### config.mk
export PLATFORM = sky130hd
export DESIGN_NAME = mili_seq_tx
export DESIGN_NICKNAME = d
export VERILOG_FILES = /design/src/rtl/mili_seq_tx.sv
export SDC_FILE = /design/constraint.sdc
export NUM_CORES = 1
export LEC_CHECK = 0
export BUFFER_PORTS_ARGS = -buffer_cell sky130_fd_sc_hd__buf_2
export CAP_MARGIN = 30
export CELL_PAD_IN_SITES_DETAIL_PLACEMENT = 1
export CELL_PAD_IN_SITES_GLOBAL_PLACEMENT = 2
export CORE_ASPECT_RATIO = 1.25
export CORE_MARGIN = 4
export CORE_UTILIZATION = 30
export DETAILED_ROUTE_END_ITERATION = 12
export GPL_ROUTABILITY_DRIVEN = 1
export PLACE_DENSITY_LB_ADDON = 0.2
export SYNTH_ARGS = -nofsm -noshare
export SYNTH_HDL_FRONTEND = slang
export SYNTH_SLANG_ARGS = --single-unit
export TNS_END_PERCENT = 10
### constraint.sdc
create_clock -name clk -period 1.8 [get_ports clk]
set_clock_uncertainty 0.15 [all_clocks]
set_input_delay 0.18 -clock clk [delete_from_list [all_inputs] [get_ports clk]]
set_output_delay 0.18 -clock clk [all_outputs]
set_load 0.01 [all_outputs]
### src/rtl/mili_seq_tx.sv
// Serial stimulus transmitter for Mealy sequence detectors: parallel load, paced serial shift-out.
// Optional detector match counter is enabled with `define MILI_SEQ_TX_MATCH_CNT_EN.
module mili_seq_tx #(
    parameter int unsigned WIDTH     = 8,
    parameter int unsigned LEN_W     = 4,
    parameter int unsigned DIV       = 1,
    parameter int unsigned MSB_FIRST = 0,
    parameter int unsigned IDLE_LVL  = 1,
    parameter int unsigned CNT_W     = 8
) (
    input  logic             clk,
    input  logic             rst_n,
    input  logic             start,
    input  logic [WIDTH-1:0] data,
    input  logic [LEN_W-1:0] len,
    output logic             ready,
    output logic             busy,
    output logic             a_out,
    output logic             step_en,
`ifdef MILI_SEQ_TX_MATCH_CNT_EN
    input  logic             y_in,
    output logic [CNT_W-1:0] match_cnt,
`endif
    output logic             done
);

    localparam int unsigned        DIV_W    = (DIV > 1) ? $clog2(DIV) : 1;
    localparam logic [DIV_W-1:0]   DIV_LAST = DIV_W'(DIV - 1);
    localparam logic [LEN_W-1:0]   WIDTH_L  = LEN_W'(WIDTH);
    localparam logic               IDLE_BIT = (IDLE_LVL != 0);

    typedef enum logic [1:0] {
        StIdle,
        StShift,
        StDone
    } state_e;

    state_e           state_q, state_d;
    logic [WIDTH-1:0] sr_q, sr_d;
    logic [LEN_W-1:0] bits_q, bits_d;
    logic [DIV_W-1:0] div_q, div_d;

    logic step_last;
    logic head_bit;

    assign step_last = (div_q == DIV_LAST);
    assign head_bit  = (MSB_FIRST != 0) ? sr_q[WIDTH-1] : sr_q[0];

    always_comb begin
        state_d = state_q;
        sr_d    = sr_q;
        bits_d  = bits_q;
        div_d   = div_q;
        unique case (state_q)
            StIdle: begin
                if (start) begin
                    if (len != '0) begin
                        sr_d    = data;
                        bits_d  = (len > WIDTH_L) ? WIDTH_L : len;
                        div_d   = '0;
                        state_d = StShift;
                    end else begin
                        state_d = StDone;
                    end
                end
            end
            StShift: begin
                if (step_last) begin
                    // Move the next bit into the head position for the following step.
                    sr_d   = (MSB_FIRST != 0) ? (sr_q << 1) : (sr_q >> 1);
                    div_d  = '0;
                    bits_d = bits_q - LEN_W'(1);
                    if (bits_q == LEN_W'(1)) begin
                        state_d = StDone;
                    end
                end else begin
                    div_d = div_q + DIV_W'(1);
                end
            end
            StDone: begin
                state_d = StIdle;
            end
            default: begin
                state_d = StIdle;
            end
        endcase
    end

    always_ff @(posedge clk) begin
        if (!rst_n) begin
            state_q <= StIdle;
            sr_q    <= '0;
            bits_q  <= '0;
            div_q   <= '0;
        end else begin
            state_q <= state_d;
            sr_q    <= sr_d;
            bits_q  <= bits_d;
            div_q   <= div_d;
        end
    end

    // Outputs depend on registers only, so the detector never sees an input-to-output path.
    always_comb begin
        ready   = (state_q == StIdle);
        busy    = (state_q != StIdle);
        done    = (state_q == StDone);
        step_en = (state_q == StShift) && step_last;
        a_out   = (state_q == StShift) ? head_bit : IDLE_BIT;
    end

`ifdef MILI_SEQ_TX_MATCH_CNT_EN
    logic [CNT_W-1:0] cnt_q, cnt_d;

    always_comb begin
        cnt_d = cnt_q;
        if (state_q == StIdle && start) begin
            cnt_d = '0;
        end else if (step_en && y_in && (cnt_q != '1)) begin
            cnt_d = cnt_q + CNT_W'(1);
        end
    end

    always_ff @(posedge clk) begin
        if (!rst_n) begin
            cnt_q <= '0;
        end else begin
            cnt_q <= cnt_d;
        end
    end

    assign match_cnt = cnt_q;
`endif

endmodule

# [After elaboration in Yosys (flattened, before gate mapping)]
# Index checks and enable logic that the tools add are counted.
[op_classes] magnitude_cmp=1 reduce_logical=8 eq_ne=7 n_addsub=2 mux=19 n_bitwise=1
[op_table] operator="$mux W8" count=3
[op_table] operator="$mux W4" count=4
[op_table] operator="$pmux W8 S2" count=1
[op_table] operator="$mux W2" count=4
[op_table] operator="$pmux W4 S2" count=1
[op_table] operator="$ne A2 B2 Y1 const B" count=3
[op_table] operator="$reduce_and A3 Y1" count=2
[op_table] operator="$eq A4 B1 Y1 const B" count=1
[op_table] operator="$gt A4 B4 Y1 const B" count=1
[op_table] operator="$mux W1" count=4
[op_table] operator="$pmux W2 S2" count=1
[op_table] operator="$reduce_and A4 Y1" count=1
[op_table] operator="$reduce_bool A2 Y1" count=2
[op_table] operator="$reduce_bool A4 Y1" count=1
[op_table] operator="$sub A4 B1 Y4 const B" count=1
[op_table] operator="$eq A2 B1 Y1 const B" count=1
[op_table] operator="$eq A2 B2 Y1 const B" count=1
[op_table] operator="$logic_not A2 Y1" count=1
[op_table] operator="$ne A2 B1 Y1 const B" count=1
[op_table] operator="$pmux W1 S2" count=1
[op_table] operator="$add A1 B1 Y1 const B" count=1
[op_table] operator="$logic_and A1 B1 Y1" count=1
[op_table] operator="$not A1 Y1" count=1
[word_totals] ff_bits=15 input_bits=15 out_inout_bits=5

# [Logic depth before layout (Yosys ltp)]
# Gate-level depths: netlist (run 1).
[logic_depth] ltp_word=5 mapped_depth=6 depth_no_buf=5

# [Worst setup path before layout (run 1)]
# Ideal clock, no wire load.
[synth_path] path_kind="register -> register" start="register state_q[1]" end="register sr_q[0]" arrival_ps=1078 n_path_buf=2 t_required_ps=1519 stages_incl_launch_ff=7 setup_slack_ps=441 cell_sequence="dfxtp_1 -> nand2b_1 -> buf_6 -> inv_6 -> buf_6 -> nor4_1 -> a211oi_1"
[synth_via] elab_chain_len=3 word_cells_on_any_way=8
[synth_rtl] element="start: declaration" line="38" text="state_e state_q, state_d;"
[synth_rtl] element="start signal: assignment" line="91" text="state_q <= StIdle;"
[synth_rtl] element="start signal: assignment" line="96" text="state_q <= state_d;"
[synth_rtl] element="$eq A2 B1 Y1 or $logic_not A2 Y1 (tied branches)" line="54" text="unique case (state_q)"
[synth_rtl] element="$ne A2 B2 Y1 (no line), or another cell as far along"
[synth_rtl] element="$reduce_and A4 Y1 (no line)"
[synth_rtl] element="end signal: assignment" line="97" text="sr_q <= sr_d;"
[synth_rtl] element="end: declaration" line="39" text="logic [WIDTH-1:0] sr_q, sr_d;"
# Several ways; a longest one is shown, not always the timed one.
# A chain may end at the register's enable or synchronous reset.

# [Worst setup path in the final report (run 1)]
[layout_path] start="register state_q[0]" end="output a_out"
[layout_via] elab_chain_len=2
[layout_rtl] element="$eq A2 B1 Y1" line="109" text="a_out = (state_q == StShift) ? head_bit : IDLE_BIT;"
[layout_rtl] element="$mux W1" line="109"
[layout_rtl] element="end: declaration" line="18" text="output logic a_out,"
# No other way between the ends.

==> results of run 1 <==
registers in the layout, indices dropped and copies added, names as in the netlist:
| name | flops |
|---|---|
| sr_q | 8 |
| bits_q | 4 |
| state_q | 2 |
cell type report:
class / count / area, um^2
repair buffers: 22 / 118
clock buffers: 4 / 36.3
multi-input cells: 69 / 470
fillers: 362 / 1710
inverters: 6 / 27.5
flip-flops and latches: 14 / 280
well taps: 34 / 42.5
per-layer routing:
metal / track usage / part of all wire / up-vias
li1: - / - / 393
met1: 0.162 / 0.46 / 355
met2: 0.217 / 0.50 / 18
met3: 0.0249 / 0.043 / 2
met4: 0.0456 / 0.0058 / 0
met5: 0 / 0 / -
cell usage in the layout (no fill, tap or decap), drive strengths merged:
| cell type | count |
|---|---|
| buf | 22 |
| dfxtp | 14 |
| o21ai | 10 |
| nor2 | 9 |
| a211oi | 8 |
| nor4 | 8 |
| inv | 6 |
| a21oi | 4 |
| nand2b | 4 |
| clkbuf | 4 |
| nor2b | 3 |
| nand3 | 3 |
| o21bai | 2 |
| nor3 | 2 |
| ha | 2 |
| a221oi | 2 |
| or2 | 1 |
| nand3b | 1 |
| o311ai | 1 |
| a32oi | 1 |
| and3b | 1 |
| or3 | 1 |
| o22ai | 1 |
| and3 | 1 |
| or3b | 1 |
| and2 | 1 |
| a21boi | 1 |
| a311oi | 1 |
worst max-delay path, delay by kind of cell (launching register included):
| family | cells | cell delay, ns |
|---|---|---|
| buffers and inverters | 2 | 0.32 |
| flip-flops | 1 | 0.44 |
| AND/OR/NAND/NOR | 2 | 0.24 |
stage by stage:
| step | utilization | hold WS, ns | instance area [um^2] | cells | power, W |
|---|---|---|---|---|---|
| global placement | 0.350 | 0.355 | 938 | 145 | 0.000576 |
| finish | 0.364 | 0.0822 | 975 | 149 | 0.000793 |
| detailed placement | 0.350 | 0.355 | 938 | 145 | 0.000577 |
| CTS | 0.364 | 0.0808 | 975 | 149 | 0.000809 |
| global route | 0.364 | 0.102 | 975 | 149 | 0.000861 |
| floorplan | - | 0.226 | 840 | 96 | 0.000523 |
power by group:
group,internal (W),leakage [nW],switching [W]
clock network,0.000123,0.0210,0.000103
logic,0.0000860,0.247,0.000113
registers,0.000344,0.116,0.0000239
total,0.000553,0.384,0.000240
worst paths after layout:
check / start / slack [ns] / end / cells past startpoint
setup / recovery: state_q[0] / 0.18 / a_out / 4
hold / removal: rst_n / 0.08 / sr_q[3] / 3
setup reg to reg: state_q[1] / 0.32 / bits_q[2] / 4
hold reg to reg: sr_q[7] / 0.36 / sr_q[7] / 2
cells by family after synthesis:
| family | after synthesis |
|---|---|
| compound gates | 31 |
| fa+ha+maj | 2 |
| buf+inv | 13 |
| flops | 14 |
| simple gates | 36 |
==> metrics.csv, run 1 <==
stage,metric,value,unit
run_status,outcome,completed,
global_routing,grt total ovfl,0,
placed_design,routability cong.,0.755,
floorplan,row count,21,
sta,RSZ-0062 raised after global routing,false,
drt,Via-to-Cell Ratio,5.15,
floorplan,# IOs,20,
synthesis,Yosys reg bits,14,
synthesis,mux contribution to synthesized area,0,
sta,Final Critical Period,1.62,ns
floorplan,core region area,2680,um^2
synthesis,"Avg Cell Area, Syn",8.75,um^2
synthesis,post-synthesis sequential area ratio,0.334,
cells_and_area,Total Nets Final,133,
power,Pwr Density,814,nW/um^2
floorplan,Die Ht,67.1,um
sta,final worst slack,0.179,ns
drt,Post-route DRC,0,
drt,via count,768,
critical_path,CP max FO,23,
synthesis,Post-Syn Area,840,um^2
hold_path,Min-Delay Path Class,primary input to flop,
clocking,"CTS clk-pin slew, worst paths",0.09,ns
synthesis,XOR/XNOR share of the synthesized area,0,
sta,Worst slew margin,0.745,
synthesis,Commonest cells post-synth,"dfxtp_1 (14), nor2_1 (9), o21ai_0 (8)",
sta,FMAX,617,MHz
global_routing,GRT Total Usage,0.128,
sta,Fin Setup TNS,0,ns
global_routing,first-pass GRT wire length,3820,um
critical_path,Worst EP required,1.47,ns
clocking,CTS tree,yes,
global_routing,initial antenna violation count,0,
synthesis,most common cell in the synthesized netlist,dfxtp_1,
floorplan,initial core utilization,0.313,
job,max_cap viols,0,
synthesis,syn_nets,113,
drt,Pre-antenna DRT Iters,3,
synthesis,ys flop type,dfxtp_1,
synthesis,top post-synthesis cells by area,"dfxtp_1 (33%), a211oi_1 (6.3%), o21ai_0 (4.8%), nor4_1 (4.5%), nor2_1 (4.0%)",
critical_path,crit-path max cell delay,0.44,ns
global_routing,vias in the first global route,825,
floorplan,Die Wd,55.3,um
synthesis,post-synth top area cell,dfxtp_1,
drt,post-route ant nets,0,
clocking,buffers inserted by post-CTS timing repair,0,
cells_and_area,ANT cells,0,
clocking,# H-tree levels,1,
critical_path,Crit-path slowest cell,dfxtp_1,
clocking,Post-CTS Hold Buffers,0,
synthesis,largest family of logic cells by synthesized area,simple AND/OR/NAND/NOR gates,
synthesis,Yosys warnings,0,
sta,Final setup violation count,0,
placed_design,pre-CTS setup slack,0.319,ns
clocking,Resize count post-CTS,0,
sta,final hold violations,0,
synthesis,Adder-Cell Fraction of Synth Area,0.0298,
sta,worst slew pin tran,0.379,ns
sta,Pins Over Slew Limit,0,
critical_path,Worst setup EP type,output pin,
critical_path,worst-path cell chain,nand2b_1 > inv_6 > nand2b_1 > buf_2,
synthesis,"EDFF count, synth",0,
sta,fin crit share,0.901,
drt,Starting DRT DRC Count,9,
global_routing,pin count of the biggest net entering global routing,24,
cells_and_area,Layout area overhead,16.1,%
synthesis,post-synthesis simple-gate area fraction,0.276,
placed_design,dpl hpwl,1570,um
drt,WL final,2060,um
clocking,CTS Root Cell,clkbuf_4,
synthesis,Cells after Synth,96,
clocking,clk sinks,14,
synthesis,Post-synth ARST share,0,
clocking,clk buf depth,2,
synthesis,top cell type's share of synthesized area,0.334,
cells_and_area,ratio of cells with drive above 1 in the final layout,0.278,
drt,per-cell routed wire length,13.9,um
synthesis,synth unique cells,38,
clocking,worst-skew pair later-pin latency,0.28,ns
power,static leakage,0.384,nW
synthesis,Synth Area in Compound Gates,0.255,
critical_path,CP startpoint kind,flop,
critical_path,CP Class,flop to output pin,
clocking,CTS buffer count,3,
critical_path,most frequent CP cell,nand2b_1,
placed_design,number of port buffers,19,
critical_path,"Arr. time, crit path",1.29,ns
floorplan,Die ar.,3710,um^2
power,Worst VDD drop,0.350,mV
Power figures use the tool's default switching activity.
==> run 2, diff against run 1 <==
--- a/config.mk
+++ b/config.mk
@@ -14,7 +14,10 @@
 export CORE_UTILIZATION = 30
 export DETAILED_ROUTE_END_ITERATION = 12
 export GPL_ROUTABILITY_DRIVEN = 1
+export MAX_ROUTING_LAYER = met4
 export PLACE_DENSITY_LB_ADDON = 0.2
+export RECOVER_POWER = 100
+export SETUP_SLACK_MARGIN = 0.5
 export SYNTH_ARGS = -nofsm -noshare
 export SYNTH_HDL_FRONTEND = slang
 export SYNTH_SLANG_ARGS = --single-unit
==> metrics.csv, run 2 (synthesis results as in run 1) <==
stage,metric,value,unit,change
critical_path,Worst EP required,1.81,ns,was 1.47 ns
floorplan,core region area,2680,um^2,unchanged
global_routing,first-pass GRT wire length,4000,um,was 3820 um
critical_path,FF-to-FF Start,state_q[1],,unchanged
global_routing,grt total ovfl,0,,unchanged
hold_path,hold path start,rst_n,,unchanged
power,Worst VDD drop,0.342,mV,was 0.350 mV
floorplan,initial core utilization,0.313,,unchanged
hold_path,hold path cells,3,,unchanged
cells_and_area,Total Nets Final,138,,was 133
critical_path,CP startpoint kind,flop,,unchanged
sta,Final Critical Period,1.52,ns,was 1.62 ns
drt,Pre-antenna DRT Iters,3,,unchanged
placed_design,pre-CTS setup slack,0.337,ns,was 0.319 ns
drt,Post-route DRC,0,,unchanged
clocking,# H-tree levels,1,,unchanged
cells_and_area,Top reg by flops,sr_q,,unchanged
global_routing,GRT Total Usage,0.141,,was 0.128
sta,fin crit share,0.846,,was 0.901
drt,post-route ant nets,0,,unchanged
placed_design,dpl hpwl,1690,um,was 1570 um
hold_path,Min-Delay Path Class,primary input to flop,,unchanged
critical_path,worst reg2reg endpoint,sr_q[5],,was bits_q[2]
cells_and_area,most frequent cells in the layout,"buf_2 (15), dfxtp_1 (13), nor2_1 (8), a211oi_1 (8), o21ai_0 (7)",,"was buf_2 (19), dfxtp_1 (14), nor2_1 (9)"
drt,per-cell routed wire length,15.0,um,was 13.9 um
floorplan,row count,21,,unchanged
cells_and_area,max reg flops,8,,unchanged
drt,via count,814,,was 768
sta,final worst slack,0.276,ns,was 0.179 ns
power,Design Power,0.000839,W,was 0.000793 W
clocking,clk buf depth,2,,unchanged
floorplan,Die ar.,3710,um^2,unchanged
sta,worst slew pin tran,0.406,ns,was 0.379 ns
drt,Starting DRT DRC Count,13,,was 9
sta,Final setup violation count,0,,unchanged
critical_path,Worst setup EP type,flop,,was output pin
drt,WL final,2310,um,was 2060 um
sta,RSZ-0062 raised after global routing,true,,was false
sta,Worst slew margin,0.728,,was 0.745
cells_and_area,"commonest non-fill, non-tap cell in the layout",buf_2,,unchanged
global_routing,vias in the first global route,828,,was 825
drt,Via-to-Cell Ratio,5.29,,was 5.15
cells_and_area,Top Registers,"sr_q (8), bits_q (4), state_q (2)",,unchanged
clocking,clk sinks,14,,unchanged
sta,Pins Over Slew Limit,0,,unchanged
placed_design,number of port buffers,19,,unchanged
sta,final hold violations,0,,unchanged
floorplan,Die Ht,67.1,um,unchanged
floorplan,Die Wd,55.3,um,unchanged
clocking,"CTS clk-pin slew, worst paths",0.09,ns,about the same
power,static leakage,0.416,nW,was 0.384 nW
hold_path,Hold EP,sr_q[1],,was sr_q[3]
cells_and_area,ANT cells,0,,unchanged
global_routing,pin count of the biggest net entering global routing,15,,was 24
cells_and_area,ratio of cells with drive above 1 in the final layout,0.350,,was 0.278
critical_path,"Arr. time, crit path",1.54,ns,was 1.29 ns
critical_path,CP Class,flop to flop,,was flop to output pin
sta,FMAX,656,MHz,was 617 MHz
clocking,worst-skew pair later-pin latency,0.28,ns,about the same
critical_path,r2r worst-path depth,5,,was 4
critical_path,worst reg2reg setup slack,0.28,ns,was 0.32 ns
run_status,outcome,completed,,unchanged
floorplan,# IOs,20,,unchanged
placed_design,routability cong.,0.760,,was 0.755
critical_path,CP max FO,6,,was 23
clocking,CTS tree,yes,,unchanged
cells_and_area,Layout area overhead,27.0,%,was 16.1%
clocking,CTS buffer count,3,,unchanged
power,Pwr Density,787,nW/um^2,was 814 nW/um^2
clocking,CTS Root Cell,clkbuf_4,,unchanged
global_routing,initial antenna violation count,0,,unchanged
sta,Fin Setup TNS,0,ns,unchanged
job,max_cap viols,0,,unchanged
run 2: cell count changes in the layout (fill, tap and decap cells not counted), sizes merged:
cell	previous run	this run
buf	22	23
clkbuf	4	7
inv	6	7
run 2: critical path, cell delays in order (launching register included):
cell and delay (ns):
dfxtp_1 0.45, nand2b_4 0.23, inv_8 0.05, buf_4 0.15
nor4_1 0.28, a211oi_1 0.09
run 2: worst max-delay path by stage:
stage                    start        end  slack (ns)  cells after the start
global placement        len[0]    sr_q[6]        0.35                      5
global route        state_q[1]  bits_q[2]        0.17                      4
floorplan           state_q[1]    sr_q[0]        0.49                      6
CTS                 state_q[1]      a_out        0.36                      4
finish              state_q[1]    sr_q[5]        0.28                      5
detailed placement      len[0]    sr_q[3]        0.34                      5
run 2: layout make-up:
type	count	area (um^2)
well taps	34	42.5
inverters	6	30.0
repair inverters	1	6.26
multi-input cells	69	515
fillers	345	1610
clock buffers	4	36.3
flip-flops and latches	14	282
repair buffers	26	154
run 2: repair_timing:
item	4_1_cts	5_1_grt
gates resized for setup	11	4
hold buffers	0	0
buffers inserted	3	1
endpoints found under the setup margin	15	18
cloned	1	0
pin swaps	0	1
run 2: report_power, final:
part           switching [W]  total, W  internal [W]
sequential         0.0000280  0.000373      0.000345
combinational       0.000128  0.000238      0.000110
clock               0.000106  0.000229      0.000123
run 2: per-layer routing:
metal	up-vias	wire, um	global-route usage
met3	2	88	0.0325
met4	0	15	0.0456
met5	-	0	-
met2	14	1270	0.263
li1	407	-	-
met1	391	935	0.147
run 2: per-stage QoR:
stage	std cells	instance area [um^2]	utilization	hold WS, ns
final	154	1070	0.398	0.0824
after global routing	154	1070	0.398	0.0732
after CTS	153	1080	0.403	0.0706
after detailed placement	145	977	0.365	0.364
after global placement	145	977	0.365	0.357
after floorplan	96	878	-	0.219
